===== src/rtl/hazard_pkg.sv =====
// Shared types and constants for the hazard/stall sequencer.
// Holds the FSM state encoding, the register specifier width and the stats counter widths.
package hazard_pkg;

  localparam int REG_ADDR_W = 5;
  localparam logic [REG_ADDR_W-1:0] ZERO_REG = '0;

  localparam int STALL_CNT_W = 32;
  localparam int FLUSH_CNT_W = 16;

  typedef enum logic [1:0] {
    RUN     = 2'd0,
    MD_WAIT = 2'd1,
    MD_DONE = 2'd2
  } hz_state_e;

endpackage


===== src/rtl/hazard_load_use_detect.sv =====
// Load-use compare between the load in EX and the source operands of the instruction in ID.
// Purely combinational (zero latency); the caller decides when the result is honoured.
module hazard_load_use_detect
  import hazard_pkg::*;
#(
  parameter int REG_ADDR_W = hazard_pkg::REG_ADDR_W
) (
  input  logic                  mem_read_ex,
  input  logic [REG_ADDR_W-1:0] rt_ex,
  input  logic [REG_ADDR_W-1:0] rs_id,
  input  logic [REG_ADDR_W-1:0] rt_id,
  input  logic                  uses_rt_id,
  output logic                  hazard
);

  logic dest_nonzero;
  logic rs_match;
  logic rt_match;

  always_comb begin
    // $zero is hardwired, so a load targeting it never produces a dependency
    dest_nonzero = (rt_ex != REG_ADDR_W'(ZERO_REG));
    rs_match     = (rt_ex == rs_id);
    rt_match     = uses_rt_id && (rt_ex == rt_id);
    hazard       = mem_read_ex && dest_nonzero && (rs_match || rt_match);
  end

endmodule


===== src/rtl/hazard_controller.sv =====
// Stall/flush sequencer: load-use bubble, taken-branch flush, front-end freeze during mul/div.
// Mealy outputs (same-cycle effect); optional stats counters under HAZARD_STATS_EN.
module hazard_controller
  import hazard_pkg::*;
#(
  parameter int MULDIV_CYCLES = 4,
  parameter int REG_ADDR_W    = hazard_pkg::REG_ADDR_W
) (
  input  logic                  clock,
  input  logic                  reset,
  input  logic                  memReadIDEX,
  input  logic [REG_ADDR_W-1:0] rtIDEX,
  input  logic [REG_ADDR_W-1:0] rsIFID,
  input  logic [REG_ADDR_W-1:0] rtIFID,
  input  logic                  usesRtIFID,
  input  logic                  branchTaken,
  input  logic                  mdStartIDEX,
  output logic                  pcWrite,
  output logic                  ifidWrite,
  output logic                  idexWrite,
  output logic                  idexBubble,
  output logic                  exmemBubble,
  output logic                  ifidFlush,
  output logic                  mdStart,
  output logic                  mdBusy
`ifdef HAZARD_STATS_EN
  ,
  output logic [STALL_CNT_W-1:0] stallCycles,
  output logic [FLUSH_CNT_W-1:0] flushCount
`endif
);

  localparam int CNT_W = (MULDIV_CYCLES > 1) ? $clog2(MULDIV_CYCLES) : 1;
  localparam logic [CNT_W-1:0] CNT_LOAD = CNT_W'(MULDIV_CYCLES - 1);

  hz_state_e        state_q, state_d;
  logic [CNT_W-1:0] cnt_q, cnt_d;
  logic             load_use;
  logic             flush_accept;

  hazard_load_use_detect #(
    .REG_ADDR_W (REG_ADDR_W)
  ) u_load_use (
    .mem_read_ex (memReadIDEX),
    .rt_ex       (rtIDEX),
    .rs_id       (rsIFID),
    .rt_id       (rtIFID),
    .uses_rt_id  (usesRtIFID),
    .hazard      (load_use)
  );

  always_comb begin
    state_d      = state_q;
    cnt_d        = cnt_q;
    pcWrite      = 1'b1;
    ifidWrite    = 1'b1;
    idexWrite    = 1'b1;
    idexBubble   = 1'b0;
    exmemBubble  = 1'b0;
    ifidFlush    = 1'b0;
    mdStart      = 1'b0;
    mdBusy       = 1'b0;
    flush_accept = 1'b0;

    if (reset) begin
      pcWrite    = 1'b0;
      ifidWrite  = 1'b0;
      idexWrite  = 1'b0;
      idexBubble = 1'b1;
      state_d    = RUN;
      cnt_d      = '0;
    end else begin
      unique case (state_q)
        RUN: begin
          if (branchTaken) begin
            ifidFlush    = 1'b1;
            idexBubble   = 1'b1;
            pcWrite      = 1'b1;
            flush_accept = 1'b1;
          end else if (mdStartIDEX) begin
            mdStart     = 1'b1;
            pcWrite     = 1'b0;
            ifidWrite   = 1'b0;
            idexWrite   = 1'b0;
            exmemBubble = 1'b1;
            cnt_d       = CNT_LOAD;
            state_d     = MD_WAIT;
          end else if (load_use) begin
            pcWrite    = 1'b0;
            ifidWrite  = 1'b0;
            idexBubble = 1'b1;
          end
        end

        MD_WAIT: begin
          mdBusy      = 1'b1;
          pcWrite     = 1'b0;
          ifidWrite   = 1'b0;
          idexWrite   = 1'b0;
          exmemBubble = 1'b1;
          if (cnt_q == '0) begin
            state_d = MD_DONE;
          end else begin
            cnt_d = cnt_q - CNT_W'(1);
          end
        end

        MD_DONE: begin
          // The finished mul/div is still in ID/EX, so mdStartIDEX must not retrigger here
          state_d = RUN;
          if (load_use) begin
            pcWrite    = 1'b0;
            ifidWrite  = 1'b0;
            idexBubble = 1'b1;
          end
        end

        default: begin
          state_d = RUN;
          cnt_d   = '0;
        end
      endcase
    end
  end

  always_ff @(posedge clock) begin
    if (reset) begin
      state_q <= RUN;
      cnt_q   <= '0;
    end else begin
      state_q <= state_d;
      cnt_q   <= cnt_d;
    end
  end

`ifdef HAZARD_STATS_EN
  logic [STALL_CNT_W-1:0] stall_cycles_q, stall_cycles_d;
  logic [FLUSH_CNT_W-1:0] flush_count_q, flush_count_d;

  always_comb begin
    stall_cycles_d = stall_cycles_q;
    flush_count_d  = flush_count_q;
    // Both counters saturate rather than wrap
    if (!pcWrite && (stall_cycles_q != '1)) begin
      stall_cycles_d = stall_cycles_q + STALL_CNT_W'(1);
    end
    if (flush_accept && (flush_count_q != '1)) begin
      flush_count_d = flush_count_q + FLUSH_CNT_W'(1);
    end
  end

  always_ff @(posedge clock) begin
    if (reset) begin
      stall_cycles_q <= '0;
      flush_count_q  <= '0;
    end else begin
      stall_cycles_q <= stall_cycles_d;
      flush_count_q  <= flush_count_d;
    end
  end

  assign stallCycles = stall_cycles_q;
  assign flushCount  = flush_count_q;
`endif

endmodule


===== config.mk =====
export PLATFORM = sky130hd
export DESIGN_NAME = hazard_controller
export DESIGN_NICKNAME = d
export VERILOG_FILES = /design/src/rtl/hazard_pkg.sv /design/src/rtl/hazard_load_use_detect.sv /design/src/rtl/hazard_controller.sv
export SDC_FILE = /design/constraint.sdc
export NUM_CORES = 1
export LEC_CHECK = 0
export ABC_AREA = 1
export CORE_AREA = 5 5 44 46
export CTS_CLUSTER_DIAMETER = 150
export CTS_CLUSTER_SIZE = 14
export DETAILED_ROUTE_END_ITERATION = 6
export DIE_AREA = 0 0 49 51
export PLACE_DENSITY = 0.73
export SLEW_MARGIN = 20
export SYNTH_ARGS = -nofsm -noshare
export SYNTH_HDL_FRONTEND = slang
export SYNTH_HIERARCHICAL = 1
export SYNTH_SLANG_ARGS = --single-unit

===== constraint.sdc =====
create_clock -name clock -period 1.1 [get_ports clock]
set_clock_uncertainty 0.05 [all_clocks]
set_input_delay 0.11 -clock clock [delete_from_list [all_inputs] [get_ports clock]]
set_output_delay 0.11 -clock clock [all_outputs]
set_load 0.005 [all_outputs]

Word-level counts from Yosys, hierarchy flattened

Cells that the tools add are included.

Register bits after elaboration: 4
Word-level logic and storage cells: 54
Output and inout port bits: 8
Bits of input ports: 21

Add/subtract/negate cells: 1
Equal/unequal tests: 8
Reductions and logical operators: 9
Bitwise gates (word level): 1
Muxes and demuxes: 33

Operators by type and width:

| cell                                                               | count |
|---|---|
| 1-bit two-way mux                                                  | 21 |
| 2-bit two-way mux                                                  | 6 |
| 5-bit == test                                                      | 2 |
| 2-bit != test, second input constant                               | 4 |
| 1-bit case mux with 2 select lines                                 | 3 |
| 2-bit case mux with 3 select lines                                 | 1 |
| 5-bit nonzero test                                                 | 1 |
| 2-bit zero test                                                    | 2 |
| 2-bit case mux with 2 select lines                                 | 1 |
| 4-bit AND reduction                                                | 1 |
| 1-bit logical AND                                                  | 3 |
| 1-bit case mux with 3 select lines                                 | 1 |
| 3-bit AND reduction                                                | 1 |
| 2-bit by 1-bit == test with 1-bit output, second input constant    | 1 |
| 2-bit == test, second input constant                               | 1 |
| 2-bit by 1-bit subtractor with 2-bit output, second input constant | 1 |
| 1-bit logical OR                                                   | 1 |
| 1-bit inverter                                                     | 1 |

Logic depth before layout (Yosys ltp)

Gate-level depths: netlist of the first run.

Word-level depth: 9
Depth in mapped cells: 10
Gate-level depth less buffers: 9

By module

Netlist of the first run, hierarchy kept.

Modules (own cells, without submodules):

| module                 | sequential area each (um2) | instances | area each (um2) | cells an instance |
|---|---|---|---|---|
| hazard_controller      | 80.1                       | 1         | 301.5           | 51 |
| hazard_load_use_detect | 0.0                        | 1         | 206.4           | 52 |

Worst setup path after synthesis of the first run

OpenSTA, ideal clock, no wires.

Kind: register to output
From: register state_q[1]
To: output port pcWrite
Buffers on the path: 1
Arrival: 0.986 ns
Data required time: 0.940 ns
Slack: -0.046 ns
Cell stages (with the launch flop): 6
Cells stage by stage: dfxtp_1 -> inv_1 -> a21oi_1 -> nand2_1 -> a21oi_1 -> buf_4

Cells in the longest elaborated chain, start to end: 3
Elaborated cells between the ends (all ways): 5
Classes of those cells: eq/ne: 2; mux: 2; reduce/logical: 1

RTL lines:

| element                                     | line                     | source |
|---|---|---|
| from (decl)                                 | hazard_controller.sv:36  | `hz_state_e state_q, state_d;` |
| from (signal assigned)                      | hazard_controller.sv:131 | `state_q <= state_d;` |
| 2-bit == test, or another cell as far along | n/a                      |  |
| 1-bit case mux with 3 select lines (*)      | n/a                      |  |
| 1-bit two-way mux (*)                       | n/a                      |  |
| to (decl)                                   | hazard_controller.sv:18  | `output logic pcWrite,` |

Every way passes the cells marked *; elsewhere a longest branch is shown, timed or not.

Final worst setup path of the first run

From: register state_q[0]
To: register state_q[0]

Cells in the longest elaborated chain, start to end: 3
Elaborated cells between the ends (all ways): 7
Classes of those cells: eq/ne: 4; mux: 1; reduce/logical: 2

RTL lines:

| element                                                                     | line                    | source |
|---|---|---|
| 2-bit by 1-bit == test with 1-bit output or 2-bit zero test (tied branches) | hazard_controller.sv:73 | `unique case (state_q)` |
| 2-bit != test (no line)                                                     | n/a                     |  |
| 3-bit AND reduction (no line)                                               | n/a                     |  |

Parallel ways exist; a longest one is shown, timed or not.
A chain may end at the register's enable or synchronous reset.

==> results.sh, run 1 <==
export IMPL_die_w_um=49
export IMPL_syn_to_final_growth_pct=83.74
export IMPL_cap_violations=0
export IMPL_worstPathRequired_ps=1170
export IMPL_syn_num_nets=125
export IMPL_critPathLaunchType="flip-flop"
export IMPL_routed_wl_mm=1.723
export IMPL_synth_area_leaders="nand2_1 (28%), dfxtp_1 (16%), inv_1 (15%), nor2_1 (13%), a21oi_1 (4.9%)"
export IMPL_synth_top_area_cell="nand2_1"
export IMPL_ys_ff_latch=4
export IMPL_crit_type="flip-flop to flip-flop"
export IMPL_initial_core_util_pct=34.52
export IMPL_cts_tree="yes"
export IMPL_clk_pin_slew_ps=40
export IMPL_worst_slew_pin_slew_ps=259.6
export IMPL_fin_nets=169
export IMPL_met2_length_um=867
export IMPL_crit_path_max_incr_delay_ps=360
export IMPL_cts_root_buf="clkbuf_4"
export IMPL_antenna_found_initial=0
export IMPL_antenna_cells=0
export IMPL_slowest_stage="dfxtp_4"
export IMPL_overflow=0
export IMPL_yosysSeqAreaShare_pct=15.76
export IMPL_p_comb_share_pct=47.9
export IMPL_p_seq_share_pct=25.0
export IMPL_clk_latency_ps=240
export IMPL_grt_max_degree=8
export IMPL_violations="setup timing"
export IMPL_period_share_pct=123.1
export IMPL_cts_num_sinks=4
export IMPL_routedWlPerCell_um=10.70
export IMPL_syn_instance_count=103
export IMPL_syn_area_per_cell_um2=4.932
export IMPL_path_max_fanout=5
export IMPL_wl_met3_um=81
export IMPL_leakagePower_uw=0.0005276
export IMPL_switching_share_pct=34.52
export IMPL_power_share_clock_pct=27.1
export IMPL_cts_buffers=3
export IMPL_final_core_util_pct=63.44
export IMPL_hold_viol=0
export IMPL_dpl_hpwl_mm=1.184
export IMPL_drt_first_pass_iters=4
export IMPL_routabilityCongestion=0.7248
export IMPL_hp_class="flip-flop to flip-flop"
export IMPL_worstPathArrival_ps=1430
export IMPL_internal_power_uw=441.3
export IMPL_num_rows=14
export IMPL_reg2reg_from="state_q[0]"
export IMPL_cp_common_cell="buf_4"
export IMPL_yosys_warnings=6
export IMPL_synth_top_area_share_pct=28.08
export IMPL_final_max_slew_viol_count=0
export IMPL_rrSetupSlack_ps=-250
export IMPL_grt_pass1_vias=641
export IMPL_synth_cell_types=16
export IMPL_min_from="cnt_q[1]"
export IMPL_clk_path_buf_depth=2
export IMPL_viasPerCell=4.516
export IMPL_vias=727
export IMPL_cts_htree_levels=1
export IMPL_whs_path_depth=2
export IMPL_grt_usage_pct=12.68
export IMPL_rsz0062_at_grt="true"
export IMPL_route_layer_met1_wl_um=757
export IMPL_io_buffers=28
export IMPL_chipHeight_um=51
export IMPL_die_area_um2=2499
export IMPL_cp_cell_sequence="inv_2, nor2_4, buf_4, buf_4, buf_4, buf_4, buf_4, nand2_1, a21oi_1"
export IMPL_drt_iter0_drc=11
export IMPL_grt_pass1_wl_mm=2.511
export IMPL_endpoint_kind="flip-flop"
export IMPL_peakVddDrop_mv=0.4993
export IMPL_synth_cell_area_um2=508.0
export IMPL_fin_ws_ps=-253.7
export IMPL_p_switching_uw=232.6
export IMPL_highest_layer="met4"
export IMPL_power_uw=674.0
export IMPL_io_pins=29
export IMPL_status="finished with violations"
export IMPL_slew_headroom_pct=82.69
export IMPL_p_per_area_nw_per_um2=722.0
export IMPL_ff2ff_path_depth=9
export IMPL_drtAntennaViolNets=0
export IMPL_layout_drive_gt1_share_pct=45.52
export IMPL_place_ws_ps=-902.0
export IMPL_drc=0
export IMPL_r2r_end="state_q[0]"
export IMPL_max_freq_mhz=738.7
export IMPL_period_needed_ps=1354
export IMPL_fp_coreArea_um2=1471
export IMPL_hold_end="cnt_q[1]"
export IMPL_finalSetupViolCount=11
-- synth_stat cells (all sizes together) --
cell type / n
buf: 1
xnor2: 1
clkbuf: 1
nand2: 40
nand3: 4
inv: 22
ha: 1
dfxtp: 4
nor2: 20
nor3: 1
o21ai: 2
a21boi: 1
a21oi: 5
-- kinds of logic after synthesis --
family	Yosys count	share of synthesized area, %
AND/OR/NAND/NOR	65	53.20
flip-flops	4	15.76
buffers and inverters	24	18.47
AO/OA/AOI/OAI	8	8.374
adder cells (fa/ha/maj)	1	2.463
XOR/XNOR	1	1.724
-- worst max-delay path by stage --
stage,startpoint,endpoint,slack [ps],cells after the start
floorplan,state_q[0],pcWrite,5,4
global placement,rtIDEX[4],idexBubble,-890,10
detailed placement,rtIDEX[4],ifidWrite,-900,11
CTS,state_q[0],ifidWrite,-220,5
global route,rtIDEX[0],pcWrite,-330,9
finish,state_q[0],state_q[0],-250,9
-- critical path, delay by kind of cell (launching register included) --
family / cells / cell delay [ps]
AO/OA/AOI/OAI: 1 / 60
AND/OR/NAND/NOR: 2 / 100
buffers and inverters: 6 / 680
flip-flops: 1 / 360
-- cell type report --
type                    instances  area (um^2)
fillers                       141        538.0
multi-input cells              75        406.6
repair buffers                 41        309.0
flip-flops and latches          4        90.09
inverters                      22        85.08
clock buffers                   3        22.52
well taps                      16        20.02
-- metrics by stage --
| stage | TNS, ps | area, um^2 | cells | hold WS (ps) |
|---|---|---|---|---|
| 4_1_cts | -1322 | 898.4 | 159 | 413.3 |
| 6_report | -1635 | 933.4 | 161 | 410.6 |
| 3_5_place_dp | -6056 | 849.6 | 151 | 431.8 |
| 3_3_place_gp | -6030 | 849.6 | 151 | 414.5 |
| 2_1_floorplan | 0 | 515.5 | 103 | 273.4 |
| 5_1_grt | -2310 | 933.4 | 161 | 452.6 |
-- repair_timing --
item / in CTS / in global routing
hold buffers: 0 / 0
pin swaps: 17 / 18
cloned: 0 / 0
resized for setup: 82 / 28
setup buffers: 5 / 2
setup endpoints to repair: 10 / 11
-- power by group through the flow --
| stage | clock network, uW | registers [uW] | logic, uW |
|---|---|---|---|
| 2_1_floorplan | 0 | 166 | 137 |
| 3_3_place_gp | 0 | 166 | 288 |
| 3_5_place_dp | 0 | 167 | 291 |
| 4_1_cts | 187 | 165 | 286 |
| 5_1_grt | 195 | 170 | 358 |
| 6_report | 183 | 168 | 323 |
-- flip-flops by register name, indices dropped and copies added, names as in the netlist --
signal / flops
state_q: 2
cnt_q: 2
-- layer usage --
layer,GRT usage (%),vias up
met5,0,-
met4,8.072,0
met3,2.616,2
met2,21.52,24
met1,14.49,309
li1,-,392
-- cell usage in the layout (no fill, tap or decap), drive strengths merged, types with 2 or more instances in the layout --
cell,Yosys,layout
nand2,40,40
buf,1,25
inv,22,22
nor2,20,20
dlygate4sd2,0,6
clkdlybuf4s15,0,6
clkbuf,1,5
a21oi,5,5
nand3,4,4
dfxtp,4,4
clkdlybuf4s50,0,2
o21ai,2,2
Power figures use the tool's default switching activity.
==> run 2, diff against run 1 <==
--- a/config.mk
+++ b/config.mk
@@ -5,13 +5,13 @@
 export SDC_FILE = /design/constraint.sdc
 export NUM_CORES = 1
 export LEC_CHECK = 0
-export ABC_AREA = 1
-export CORE_AREA = 5 5 44 46
+export ABC_AREA = 0
+export CORE_AREA = 5 5 43 45
 export CTS_CLUSTER_DIAMETER = 150
 export CTS_CLUSTER_SIZE = 14
 export DETAILED_ROUTE_END_ITERATION = 6
-export DIE_AREA = 0 0 49 51
-export PLACE_DENSITY = 0.73
+export DIE_AREA = 0 0 48 50
+export PLACE_DENSITY = 0.74
 export SLEW_MARGIN = 20
 export SYNTH_ARGS = -nofsm -noshare
 export SYNTH_HDL_FRONTEND = slang
==> results.sh, run 2 <==
export IMPL_status="finished with violations"
export IMPL_violations="setup timing"
export IMPL_async_flop_share_pct=0
export IMPL_cts_htree_levels=1
export IMPL_cap_violations=0
export IMPL_viasPerCell=5.040
export IMPL_overflow=0
export IMPL_routed_wl_mm=1.983
export IMPL_antenna_cells=0
export IMPL_hp_class="primary input to flip-flop"
export IMPL_p_per_area_nw_per_um2=731.0
export IMPL_grt_max_degree=9
export IMPL_die_area_um2=2400
export IMPL_max_freq_mhz=581.5
export IMPL_endpoint_kind="output pin"
export IMPL_clk_path_buf_depth=2
export IMPL_crit_type="primary input to output pin"
export IMPL_layout_commonest_cell="buf_4"
export IMPL_cts_buffers=3
export IMPL_fin_nets=132
export IMPL_cts_num_sinks=4
export IMPL_die_w_um=48
export IMPL_leakagePower_uw=0.0004976
export IMPL_drc=0
export IMPL_peakVddDrop_mv=0.4727
export IMPL_worstPathArrival_ps=1560
export IMPL_synth_area_leaders="dfxtp_1 (17%), xor2_1 (13%), xnor2_1 (5.6%), o21bai_1 (4.8%), a21oi_1 (4.3%)"
export IMPL_final_cell_mix="buf_4 (14), buf_2 (12), buf_6 (9), dlygate4sd2_1 (6)"
export IMPL_syn_to_final_growth_pct=129.6
export IMPL_io_buffers=28
export IMPL_vias=625
export IMPL_synth_top_area_cell="dfxtp_1"
export IMPL_period_share_pct=156.3
export IMPL_ys_ff_latch=4
export IMPL_cts_root_buf="clkbuf_4"
export IMPL_synth_flop_cell="dfxtp_1"
export IMPL_placed_area_um2=873.3
export IMPL_io_pins=29
export IMPL_syn_num_nets=81
export IMPL_layout_drive_gt1_share_pct=68.52
export IMPL_antenna_found_initial=0
export IMPL_critPathLaunchType="primary input"
export IMPL_num_rows=14
export IMPL_grt_usage_pct=18.91
export IMPL_dpl_hpwl_mm=1.350
export IMPL_routabilityCongestion=0.7593
export IMPL_yosys_warnings=6
export IMPL_drtAntennaViolNets=0
export IMPL_syn_instance_count=59
export IMPL_final_max_slew_viol_count=0
export IMPL_clk_latency_ps=250
export IMPL_grt_pass1_vias=717
export IMPL_path_max_fanout=2
export IMPL_yosysSeqAreaShare_pct=17.07
export IMPL_rsz0062_at_grt="true"
export IMPL_chipHeight_um=50
export IMPL_synth_edf_count=0
export IMPL_drt_iter0_drc=6
export IMPL_largestRegisters="cnt_q: 2 flops, state_q: 2 flops"
export IMPL_cts_tree="yes"
export IMPL_fp_coreArea_um2=1436
export IMPL_initial_core_util_pct=32.67
export IMPL_synth_commonest_cells="xor2_1 (7), a21oi_1 (4), dfxtp_1 (4)"
export IMPL_worst_slew_pin_slew_ps=507.2
export IMPL_stdcell_area_um2=1077
export IMPL_fin_ws_ps=-619.8
export IMPL_drt_first_pass_iters=4
export IMPL_postCtsHoldBufs=0
export IMPL_finalSetupViolCount=10
export IMPL_routedWlPerCell_um=15.99
export IMPL_grt_pass1_wl_mm=3.305
export IMPL_period_needed_ps=1720
export IMPL_hold_viol=0
export IMPL_slew_headroom_pct=66.19
export IMPL_place_ws_ps=-1214
export IMPL_clk_pin_slew_ps=40
export IMPL_syn_area_per_cell_um2=7.953
export IMPL_synth_cell_area_um2=469.2
export IMPL_worstPathRequired_ps=940
export IMPL_yosysMostFrequentCell="xor2_1"
export IMPL_synth_top_area_share_pct=17.07
export IMPL_synth_cell_types=32
[run 2: what timing repair did]
item,in CTS,in global routing
gates resized for setup,98,17
pin swaps,21,13
setup endpoints to repair,10,11
setup buffers,7,1
[run 2: cell families after synthesis]
logic type / synth area share, %
compound gates: 25.06
fa+ha+maj: 2.666
xor+xnor: 18.67
buf+inv: 6.933
flops: 17.07
simple gates: 29.60
[run 2: area by class of cell]
cell class              count  area [um^2]
repair buffers             50        416.7
flip-flops and latches      4        90.09
multi-input cells          48        516.7
well taps                  16        20.02
inverters                   3        11.26
fillers                   105        359.1
clock buffers               3        22.52
[run 2: worst max-delay path, stage by stage]
cell and delay, ps:
clkdlybuf4s50_1 500, xnor2_2 120, nand3_1 100, a21oi_2 170, buf_4 140, nor2_2 30
o21bai_1 180, a21oi_2 80, buf_2 130
[run 2: metal layers]
layer	global-route usage [%]	vias up	share of wire, %
met5	0	-	0
met4	6.726	0	3.0
met3	2.909	6	3.3
met2	29.52	16	48
met1	25.27	295	46
li1	-	308	-
[run 2: path summary, 6_finish.rpt]
path / from / to / slack (ps) / cells past startpoint
worst max-delay path: rsIFID[2] / ifidWrite / -620 / 9
worst min-delay path: branchTaken / cnt_q[0] / 430 / 4
worst max register to register: state_q[0] / cnt_q[1] / -270 / 5
worst min register to register: cnt_q[0] / cnt_q[0] / 620 / 3
[run 2: through the flow]
step | total power [uW] | util, % | hold slack (ps) | instances | setup TNS (ps)
final | 787.5 | 75.00 | 426.8 | 124 | -3205
after floorplan | 325.2 | - | 288.4 | 59 | -956.3
after global routing | 842.9 | 75.00 | 446.7 | 124 | -3889
after global placement | 505.4 | 60.80 | 598.5 | 113 | -7366
after detailed placement | 516.7 | 60.80 | 588.5 | 113 | -7515
after CTS | 732.8 | 69.69 | 370.5 | 123 | -2919
[run 2: power breakdown]
group | switching [uW] | total, uW | internal (uW)
logic | 176 | 422 | 246
clock network | 75.0 | 198 | 123
registers | 9.13 | 167 | 158
total | 260 | 787 | 527
==> run 3, diff against run 2 <==
==> constraint.sdc (replaced) <==
create_clock -name clock -period 1.1 [get_ports clock]
set_clock_uncertainty 0.05 [all_clocks]
set_input_delay 0.275 -clock clock [delete_from_list [all_inputs] [get_ports clock]]
set_output_delay 0.275 -clock clock [all_outputs]
set_load 0.005 [all_outputs]
==> results.sh, run 3 (synthesized netlist as in run 2, its figures left out) <==
export IMPL_status="finished with violations"
export IMPL_violations="setup timing"
export IMPL_routabilityCongestion=0.7657
export IMPL_cp_top_family="buffers and inverters"
export IMPL_final_cell_mix="buf_4 (14), buf_2 (13), buf_6 (10), xor2_1 (7)"
export IMPL_leakagePower_uw=0.0004535
export IMPL_worstPathRequired_ps=770
export IMPL_slew_headroom_pct=82.30
export IMPL_hold_viol=0
export IMPL_slowest_stage="clkdlybuf4s50_1"
export IMPL_dpl_hpwl_mm=1.202
export IMPL_grt_max_degree=9
export IMPL_ff2ff_path_depth=5
export IMPL_hold_end="cnt_q[0]"
export IMPL_cts_root_buf="clkbuf_4"
export IMPL_routed_wl_mm=1.729
export IMPL_cp_common_cell="a21oi_2"
export IMPL_chipHeight_um=50
export IMPL_drtAntennaViolNets=0
export IMPL_cts_num_sinks=4
export IMPL_viasPerCell=4.950
export IMPL_period_share_pct=182.1
export IMPL_layout_drive_gt1_share_pct=63.81
export IMPL_cts_tree="yes"
export IMPL_grt_usage_pct=14.37
export IMPL_fin_ws_ps=-902.8
export IMPL_grt_pass1_wl_mm=2.497
export IMPL_layout_commonest_cell="buf_4"
export IMPL_worstPathArrival_ps=1680
export IMPL_path_max_fanout=2
export IMPL_crit_path_max_incr_delay_ps=470
export IMPL_drt_first_pass_iters=2
export IMPL_fin_nets=129
export IMPL_period_needed_ps=2003
export IMPL_worst_slew_pin_slew_ps=265.4
export IMPL_postCtsHoldBufs=0
export IMPL_finalNonFillerCells=121
export IMPL_critPathLaunchType="primary input"
export IMPL_syn_to_final_growth_pct=110.9
export IMPL_reg2reg_from="state_q[0]"
export IMPL_die_w_um=48
export IMPL_grt_pass1_vias=581
export IMPL_finalSetupViolCount=10
export IMPL_cp_num_buf_inv=3
export IMPL_antenna_cells=0
export IMPL_initial_core_util_pct=32.67
export IMPL_hp_class="primary input to flip-flop"
export IMPL_setup_tns_ps=-4396
export IMPL_die_area_um2=2400
export IMPL_antenna_found_initial=0
export IMPL_largestRegisters="cnt_q: 2 flops, state_q: 2 flops"
export IMPL_peakVddDrop_mv=0.6708
export IMPL_min_from="branchTaken"
export IMPL_cap_violations=0
export IMPL_num_rows=14
export IMPL_whs_path_depth=4
export IMPL_r2r_end="cnt_q[1]"
export IMPL_endpoint_kind="output pin"
export IMPL_dp_cells=112
export IMPL_clk_latency_ps=230
export IMPL_drc=0
export IMPL_vias=599
export IMPL_cts_htree_levels=1
export IMPL_cts_buffers=3
export IMPL_io_buffers=28
export IMPL_p_per_area_nw_per_um2=734.3
export IMPL_crit_type="primary input to output pin"
export IMPL_final_max_slew_viol_count=0
export IMPL_clk_path_buf_depth=2
export IMPL_rrSetupSlack_ps=-270
export IMPL_fp_coreArea_um2=1436
export IMPL_cp_cell_sequence="clkdlybuf4s50_1, xnor2_1, nand3_1, a21oi_2, buf_4, nor2_2, o21bai_1, a21oi_2, buf_2"
export IMPL_drt_iter0_drc=5
export IMPL_max_freq_mhz=499.3
export IMPL_rsz0062_at_grt="true"
export IMPL_routedWlPerCell_um=14.29
export IMPL_clk_pin_slew_ps=30
export IMPL_overflow=0
export IMPL_io_pins=29
[run 3: worst min-delay path, cell delays in order]
cell,delay (ps)
buf_2,120
nor3b_1,60
o21bai_1,160
a21oi_2,50
[run 3: repair_timing]
| action | 4_1_cts | 5_1_grt |
|---|---|---|
| pin swaps | 23 | 13 |
| buffers inserted | 7 | 0 |
| endpoints found under the setup margin | 12 | 11 |
| gates resized for setup | 103 | 9 |
[run 3: how the worst max path moves through the flow]
stage                     startpoint   endpoint  depth (start not counted)
after floorplan            rtIDEX[1]    pcWrite                          7
after detailed placement   rtIDEX[0]  ifidWrite                          9
after CTS                  rtIFID[3]  ifidWrite                         10
after global placement     rtIDEX[4]  ifidWrite                          8
final                      rsIFID[2]    pcWrite                          9
after global routing       rtIFID[3]    pcWrite                         10
[run 3: through the flow]
| step | setup slack, ps | utilization [%] | hold WS (ps) | total power [uW] | instance area, um^2 |
|---|---|---|---|---|---|
| final | -902.8 | 68.90 | 420.9 | 726.8 | 989.7 |
| after CTS | -938.6 | 67.68 | 375.9 | 723.6 | 972.2 |
| after global placement | -1498 | 60.80 | 590.0 | 500.8 | 873.3 |
| after detailed placement | -1574 | 60.80 | 593.1 | 509.0 | 873.3 |
| after floorplan | -630.8 | - | 380.3 | 330.7 | 503.0 |
| after global routing | -959.4 | 68.90 | 444.3 | 775.1 | 989.7 |
[run 3: layout make-up]
class | count | area (um^2)
well taps | 16 | 20.02
inverters | 3 | 11.26
flip-flops and latches | 4 | 90.09
clock buffers | 3 | 22.52
fillers | 115 | 446.7
multi-input cells | 48 | 470.5
repair buffers | 47 | 375.4
[run 3: report_power, final]
group          total [uW]  internal, uW  switching (uW)
registers             172           159            13.9
clock network         182           122            59.7
logic                 373           224             148
total                 727           505             222
[run 3: routing by layer]
metal  up-vias  GRT usage (%)  share of wire (%)
met5         -              0                  0
li1        306              -                  -
met3         0          4.000                 13
met4         0          6.726                  0
met2        26          25.77                 52
met1       267          14.13                 34
